<file path="config.mk">
export PLATFORM = sky130hd
export DESIGN_NAME = interrupt_sequencer
export DESIGN_NICKNAME = d
export VERILOG_FILES = /design/src/rtl/interrupt_pkg.sv /design/src/rtl/interrupt_sequencer_prio_enc23.sv /design/src/rtl/interrupt_sequencer.sv
export SDC_FILE = /design/constraint.sdc
export NUM_CORES = 1
export LEC_CHECK = 0
export CAP_MARGIN = 25
export CORE_AREA = 2 2 167 169
export CTS_BUF_LIST = sky130_fd_sc_hd__clkbuf_8
export DETAILED_ROUTE_END_ITERATION = 12
export DIE_AREA = 0 0 169 171
export MAX_ROUTING_LAYER = met4
export PLACE_DENSITY = 0.66
export SLEW_MARGIN = 10
export SYNTH_ARGS = -nofsm -noshare
export SYNTH_HDL_FRONTEND = slang
export SYNTH_SLANG_ARGS = --single-unit
</file>
<file path="constraint.sdc">
create_clock -name clk -period 3.98 [get_ports clk]
set_input_delay 0.796 -clock clk [delete_from_list [all_inputs] [get_ports clk]]
set_output_delay 0.796 -clock clk [all_outputs]
set_load 0.005 [all_outputs]
</file>
<file path="src/rtl/interrupt_pkg.sv">
// Shared types and constants for the interrupt entry/ERET sequencer.
// Cause indices follow the CPU's ESR/ECA bit layout.
package interrupt_pkg;

  localparam int unsigned NCAUSE = 23;
  localparam int unsigned IL_W   = 5;
  localparam int unsigned XLEN   = 32;

  localparam int unsigned C_RESET = 0;
  localparam int unsigned C_ILL   = 1;
  localparam int unsigned C_MAL   = 2;
  localparam int unsigned C_PFF   = 3;
  localparam int unsigned C_PFLS  = 4;
  localparam int unsigned C_SYSC  = 5;
  localparam int unsigned C_OVF   = 6;

  localparam int unsigned            P_NMASK     = 7;
  localparam logic [NCAUSE-1:0]      P_RPT_MASK  = 23'h00001F;
  localparam logic [XLEN-1:0]        P_SISR      = 32'h00000000;
  localparam int unsigned            P_DRAIN_MAX = 15;

  typedef enum logic [2:0] {
    S_IDLE,
    S_DRAIN,
    S_SAVE,
    S_JUMP,
    S_RDRAIN,
    S_RESTORE
  } state_t;

  function automatic logic [XLEN-1:0] zext_cause(
    input logic [NCAUSE-1:0] c
  );
    return {{(XLEN-NCAUSE){1'b0}}, c};
  endfunction

endpackage

</file>
<file path="src/rtl/interrupt_sequencer_prio_enc23.sv">
// Priority encoder over the masked cause vector.
// Lowest index wins; o_any flags a serviceable cause.
module prio_enc23
  import interrupt_pkg::*;
(
  input  logic [NCAUSE-1:0] i_mca,
  output logic [IL_W-1:0]   o_il,
  output logic              o_any
);

  always_comb begin
    o_il = '0;
    for (int i = NCAUSE - 1; i >= 0; i--) begin
      if (i_mca[i]) o_il = IL_W'(i);
    end
  end

  assign o_any = |i_mca;

endmodule

</file>
<file path="src/rtl/interrupt_sequencer.sv">
// Exception entry / ERET sequencer: drain, save SPRs,
// redirect fetch to the ISR or back to EPC.
module interrupt_sequencer
  import interrupt_pkg::*;
#(
  parameter int unsigned       NMASK     = P_NMASK,
  parameter logic [NCAUSE-1:0] RPT_MASK  = P_RPT_MASK,
  parameter logic [XLEN-1:0]   SISR      = P_SISR,
  parameter int unsigned       DRAIN_MAX = P_DRAIN_MAX
) (
  input  logic              clk,
  input  logic              rst_n,
  input  logic [NCAUSE-1:0] ca_in,
  input  logic [XLEN-1:0]   sr_in,
  input  logic [XLEN-1:0]   esr_in,
  input  logic [XLEN-1:0]   epc_in,
  input  logic              mode_in,
  input  logic              eret_in,
  input  logic [XLEN-1:0]   pc_in,
  input  logic [XLEN-1:0]   next_pc_in,
  input  logic [XLEN-1:0]   ea_in,
  input  logic              drain_ack,
  input  logic              redirect_ack,
  output logic              stall_req,
  output logic              jisr,
  output logic [IL_W-1:0]   il,
  output logic              sr_we,
  output logic              esr_we,
  output logic              eca_we,
  output logic              epc_we,
  output logic              edata_we,
  output logic [XLEN-1:0]   sr_wdata,
  output logic [XLEN-1:0]   esr_wdata,
  output logic [XLEN-1:0]   eca_wdata,
  output logic [XLEN-1:0]   epc_wdata,
  output logic [XLEN-1:0]   edata_wdata,
  output logic              mode_out,
  output logic              redirect_valid,
  output logic [XLEN-1:0]   redirect_pc,
  output logic              busy
);

  localparam logic [NCAUSE-1:0] NM_BITS =
    NCAUSE'((64'd1 << NMASK) - 64'd1);

  state_t            r_state;
  state_t            w_state_nxt;
  logic [3:0]        r_cnt;
  logic [3:0]        w_cnt_nxt;
  logic              r_rphase;
  logic              w_rphase_nxt;
  logic [NCAUSE-1:0] r_mca;
  logic [IL_W-1:0]   r_il;
  logic [XLEN-1:0]   r_pc;
  logic [XLEN-1:0]   r_npc;
  logic [XLEN-1:0]   r_ea;
  logic [XLEN-1:0]   r_sr;
  logic              r_mode;

  logic [NCAUSE-1:0] w_mca;
  logic [IL_W-1:0]   w_il;
  logic              w_any;
  logic              w_latch;
  logic              w_force;
  logic              w_drained;
  logic              w_save;
  logic              w_rst_wr;
  logic              w_rst_jmp;
  logic              w_jump;

  // Illegal ERET from user mode is folded into the ILL cause.
  always_comb begin
    w_mca = ca_in & (NM_BITS | sr_in[NCAUSE-1:0]);
    w_mca[C_ILL] = w_mca[C_ILL] | (eret_in & mode_in);
  end

  prio_enc23 u_prio (
    .i_mca (w_mca),
    .o_il  (w_il),
    .o_any (w_any)
  );

  assign w_drained = drain_ack ||
                     (r_cnt == 4'(DRAIN_MAX - 1));

  always_comb begin
    w_state_nxt  = r_state;
    w_cnt_nxt    = '0;
    w_rphase_nxt = 1'b0;
    w_latch      = 1'b0;
    w_force      = 1'b0;
    unique case (r_state)
      S_IDLE: begin
        if (w_any) begin
          w_latch     = 1'b1;
          w_state_nxt = S_DRAIN;
        end else if (eret_in && !mode_in) begin
          w_state_nxt = S_RDRAIN;
        end
      end
      S_DRAIN: begin
        w_cnt_nxt = r_cnt + 4'd1;
        if (w_drained) w_state_nxt = S_SAVE;
      end
      S_RDRAIN: begin
        w_cnt_nxt = r_cnt + 4'd1;
        if (w_drained) w_state_nxt = S_RESTORE;
      end
      S_SAVE: w_state_nxt = S_JUMP;
      S_JUMP: begin
        if (redirect_ack) w_state_nxt = S_IDLE;
      end
      S_RESTORE: begin
        w_rphase_nxt = 1'b1;
        if (r_rphase && redirect_ack) begin
          w_state_nxt  = S_IDLE;
          w_rphase_nxt = 1'b0;
        end
      end
      default: w_state_nxt = S_IDLE;
    endcase
    // Reset cause pre-empts any in-flight sequence.
    if (ca_in[C_RESET] && r_state != S_IDLE &&
        r_state != S_SAVE) begin
      w_force      = 1'b1;
      w_state_nxt  = S_SAVE;
      w_cnt_nxt    = '0;
      w_rphase_nxt = 1'b0;
    end
  end

  always_ff @(posedge clk or negedge rst_n) begin
    if (!rst_n) begin
      r_state  <= S_IDLE;
      r_cnt    <= '0;
      r_rphase <= 1'b0;
      r_mca    <= '0;
      r_il     <= '0;
      r_pc     <= '0;
      r_npc    <= '0;
      r_ea     <= '0;
      r_sr     <= '0;
      r_mode   <= 1'b0;
    end else begin
      r_state  <= w_state_nxt;
      r_cnt    <= w_cnt_nxt;
      r_rphase <= w_rphase_nxt;
      if (w_latch) begin
        r_mca <= w_mca;
        r_il  <= w_il;
        r_pc  <= pc_in;
        r_npc <= next_pc_in;
        r_ea  <= ea_in;
        r_sr  <= sr_in;
      end
      if (w_force) begin
        r_mca <= NCAUSE'(1);
        r_il  <= '0;
      end
      if (w_save) r_mode <= 1'b0;
      if (w_rst_wr) r_mode <= 1'b1;
    end
  end

  assign w_save    = (r_state == S_SAVE);
  assign w_rst_wr  = (r_state == S_RESTORE) && !r_rphase;
  assign w_rst_jmp = (r_state == S_RESTORE) && r_rphase;
  assign w_jump    = (r_state == S_JUMP);

  assign busy      = (r_state != S_IDLE);
  assign stall_req = busy;
  assign jisr      = w_save;
  assign il        = r_il;
  assign mode_out  = r_mode;

  assign sr_we    = w_save | w_rst_wr;
  assign esr_we   = w_save;
  assign eca_we   = w_save;
  assign epc_we   = w_save;
  assign edata_we = w_save;

  assign sr_wdata    = w_rst_wr ? esr_in : '0;
  assign esr_wdata   = w_save ? r_sr : '0;
  assign eca_wdata   = w_save ? zext_cause(r_mca) : '0;
  assign edata_wdata = w_save ? r_ea : '0;
  assign epc_wdata   = !w_save ? '0 :
                       (RPT_MASK[r_il] ? r_pc : r_npc);

  assign redirect_valid = w_jump | w_rst_jmp;
  assign redirect_pc    = w_jump    ? SISR   :
                          w_rst_jmp ? epc_in : '0;

endmodule

</file>
==> flow_summary_export.csv <==
group,metric,value,unit
timing,whs,0.2068,ns
setup_path,arrival,2.78,ns
run,maxCapViolations,0,
clocking,hold_buffers,0,
setup_path,critical_path.max_stage_delay,0.64,ns
timing,fmax,280.0,MHz
clocking,cts_tree,"yes",
pwr,p_sw_share,34.19,%
cells_and_area,drive_above_1_share,11.17,%
global_routing,grt.overflow.total,0,
pwr,pwr-share-comb,48.3,%
clocking,clock_path_buffers,2,
die,start_util,30.33,%
placement,place_ws,0.4770,ns
yosys,synth_top_family_by_area,"simple AND/OR/NAND/NOR gates",
placement,port_buffers,418,
timing,finalClockSkew,0.02298,ns
setup_path,cp_num_cells,5,
timing,setup_viol,0,
yosys,yosysUniqueCellTypes,47,
drt,drtAntennaViolNets,0,
die,coreArea,0.02732,sq mm
setup_path,path_cells,"nor2_4 > nand2_1 > inv_1 > or2_2 > clkdlybuf4s50_1",
setup_path,cp-start-kind,"register",
pwr,power.internal,0.005091,W
clocking,cts_root_buffer,"clkbuf_8",
yosys,synth_adder_area_share,0.3020,%
global_routing,grt_pass1_wl,42.77,mm
yosys,synthCells,790,
die,row_count,61,
setup_path,cp_num_buf_inv,2,
setup_path,critPathRequiredTime,3.18,ns
yosys,syn_area,0.008287,sq mm
setup_path,r2r_slack,1.78,ns
setup_path,rr_worst_depth,6,
clocking,insertion_delay,0.45,ns
yosys,synth_xor_area_share,0.3171,%
global_routing,antenna_found_initial,0,
placement,hpwl,20.79,mm
clocking,tritoncts.num_buffers,17,
drt,drc,0,
yosys,synth_area_leaders,"dfrtp_1, mux2_2, mux2_1, and3_1, and2_1",
yosys,syn_area_per_cell,10.49,sq um
global_routing,track_usage,19.70,%
drt,drt_pass1_iterations,5,
clocking,cts_resized,0,
drt,wire_per_inst,18.48,microns
yosys,synth_top_area_share,49.83,%
timing,finalCritPeriodShare,89.73,%
yosys,async_flop_share,100.0,%
yosys,synthTopCellsByCount,"dfrtp_1, nand2_1, and3_1, mux2_2, and2_1",
cells_and_area,diodes,0,
global_routing,grt_max_degree,105,
yosys,ys_warn_count,0,
setup_path,path_max_fanout,14,
yosys,ys_seq_area_share,49.83,%
setup_path,critPathTopFamily,"simple AND/OR/NAND/NOR gates",
yosys,synth_flop_cell,"dfrtp_1",
yosys,synth_compound_area_share,7.414,%
pwr,powerDensity,589.3,mW/mm^2
pwr,peakVddDrop,298.7,uV
timing,worst_pin_slew,0.7752,ns
pwr,power_frac_seq,37.0,%
clocking,post_cts_buffers,0,
yosys,yosysMostFrequentCell,"dfrtp_1",
pwr,p_sw,0.002645,W
yosys,yosys.area.top_type,"dfrtp_1",
setup_path,cp_slowest_cell,"dfrtp_1",
timing,rsz0062_at_grt,"no",
setup_path,worst_r2r_endpoint,"r_ea[0]$_DFFE_PN0P_",
yosys,yosys_register_bits,165,
drt,vias_per_cell,4.887,
setup_path,r2r_start,"r_state[1]$_DFFE_PN0P_",
drt,routed-via-count,7511,
timing,maxSlewViolCount,0,
hold_path,hold_class,"input port to asynchronous set/reset pin",
timing,period_minus_slack,3.571,ns
setup_path,crit_type,"register to primary output",
global_routing,grt_pass1_vias,7639,
status,status,"completed",
placement,place_congestion,0.8369,
drt,drt-initial-drc-count,545,
timing,tns,0,ns
die,die_w,169,microns
pwr,leakage,5.672,nW
yosys,synthMuxAreaShare,17.39,%
timing,slew_headroom,48.32,%
timing,finalHoldViolations,0,
clocking,cts.clk_slew.worst_paths,0.11,ns
die,io_pins,428,
clocking,cts.sinks,165,
yosys,synthSimpleGateAreaFrac,19.95,%
timing,worst_slack,0.4088,ns
die,die_h,171,microns
pwr,clockPowerShare,14.8,%
yosys,synth_edf_count,0,
drt,wl,28.40,mm
cells_and_area,fin_nets,1403,
setup_path,cp-end-kind,"primary output",
die,design.die.area,0.02890,sq mm
clocking,ctsHtreeMaxLevel,4,
cells_and_area,syn_to_final_growth,58.42,%
-- registers in the layout, summed over array words and instances, names as in the netlist --
| name | count |
|---|---|
| r_cnt | 4 |
| r_pc | 32 |
| r_sr | 32 |
| r_rphase | 1 |
| mode_out | 1 |
| r_state | 3 |
| il | 5 |
| r_npc | 32 |
| r_ea | 32 |
| r_mca | 23 |
-- power groups by stage --
stage | combinational, W | sequential [W] | clock (W)
2_1_floorplan | 0.00202 | 0.00274 | 0
3_5_place_dp | 0.00377 | 0.00289 | 0
6_report | 0.00373 | 0.00286 | 0.00114
5_1_grt | 0.00408 | 0.00297 | 0.00125
3_3_place_gp | 0.00373 | 0.00285 | 0
4_1_cts | 0.00379 | 0.00286 | 0.00119
-- how the worst max path moves through the flow --
stage                                       from                    to  slack [ns]
final                     r_state[0]$_DFFE_PN0P_                 sr_we        0.41
after global routing      r_state[0]$_DFFE_PN0P_                 sr_we        0.18
after CTS                 r_state[0]$_DFFE_PN0P_                 sr_we        0.31
after detailed placement               sr_in[20]  r_sr[28]$_DFFE_PN0P_        0.48
after global placement                  ca_in[6]   r_ea[0]$_DFFE_PN0P_        0.52
after floorplan                         ca_in[7]   r_ea[0]$_DFFE_PN0P_        1.40
-- cells in the final DEF (no fill, tap or decap), drive strengths merged, types with 2 or more instances in the layout --
cell type | synthesis | layout
xnor2 | 2 | 2
o31ai | 2 | 2
nand3 | 28 | 28
mux2 | 128 | 128
inv | 10 | 18
a31oi | 3 | 3
and2 | 69 | 69
a22o | 3 | 3
and3b | 3 | 3
nor3 | 4 | 4
nand2 | 91 | 91
nor2 | 12 | 12
a21oi | 39 | 39
buf | 32 | 18
and3 | 89 | 89
dfrtp | 165 | 165
nand4 | 3 | 3
nor3b | 3 | 3
conb | 1 | 9
a32o | 2 | 2
a22oi | 6 | 6
nor2b | 4 | 4
o21ai | 30 | 30
clkinvlp | 0 | 3
clkbuf | 40 | 17
o211ai | 2 | 2
clkdlybuf4s50 | 0 | 417
ha | 2 | 2
clkinv | 0 | 2
-- cell type report --
| class | instances | area, sq um |
|---|---|---|
| fillers | 2568 | 14200 |
| repair buffers | 435 | 4370 |
| flip-flops and latches | 165 | 4130 |
| multi-input cells | 551 | 3805 |
| well taps | 346 | 432.9 |
| clock buffers | 17 | 234.0 |
| clock inverters | 13 | 117.6 |
| inverters | 10 | 37.54 |
-- through the flow --
step           cell area (sq um)  total power, W  util [%]  instances
2_1_floorplan               8317        0.004761         -        798
3_3_place_gp               12750        0.006583     46.66       1506
3_5_place_dp               12750        0.006667     46.66       1506
4_1_cts                    13100        0.007846     47.94       1536
5_1_grt                    13130        0.008300     48.04       1537
6_report                   13130        0.007736     48.04       1537
-- logic make-up (layout without fill, tap and decap cells) --
kind of cell / Yosys count / after routing
buffers and inverters: 82 / 475
AND/OR/NAND/NOR: 310 / 310
AO/OA/AOI/OAI: 99 / 99
XOR/XNOR: 3 / 3
adder cells (fa/ha/maj): 2 / 2
multiplexers: 128 / 128
flip-flops: 165 / 165
other: 1 / 9
-- layer usage --
metal,track usage (%),up-vias,part of all wire (%),wire length (microns)
li1,-,3498,-,-
met1,23.13,3652,41,11610
met4,8.436,0,3.6,1029
met2,32.20,309,48,13760
met5,-,-,0,0
met3,5.043,52,7.1,2004
(Power assumes the default switching activity.)
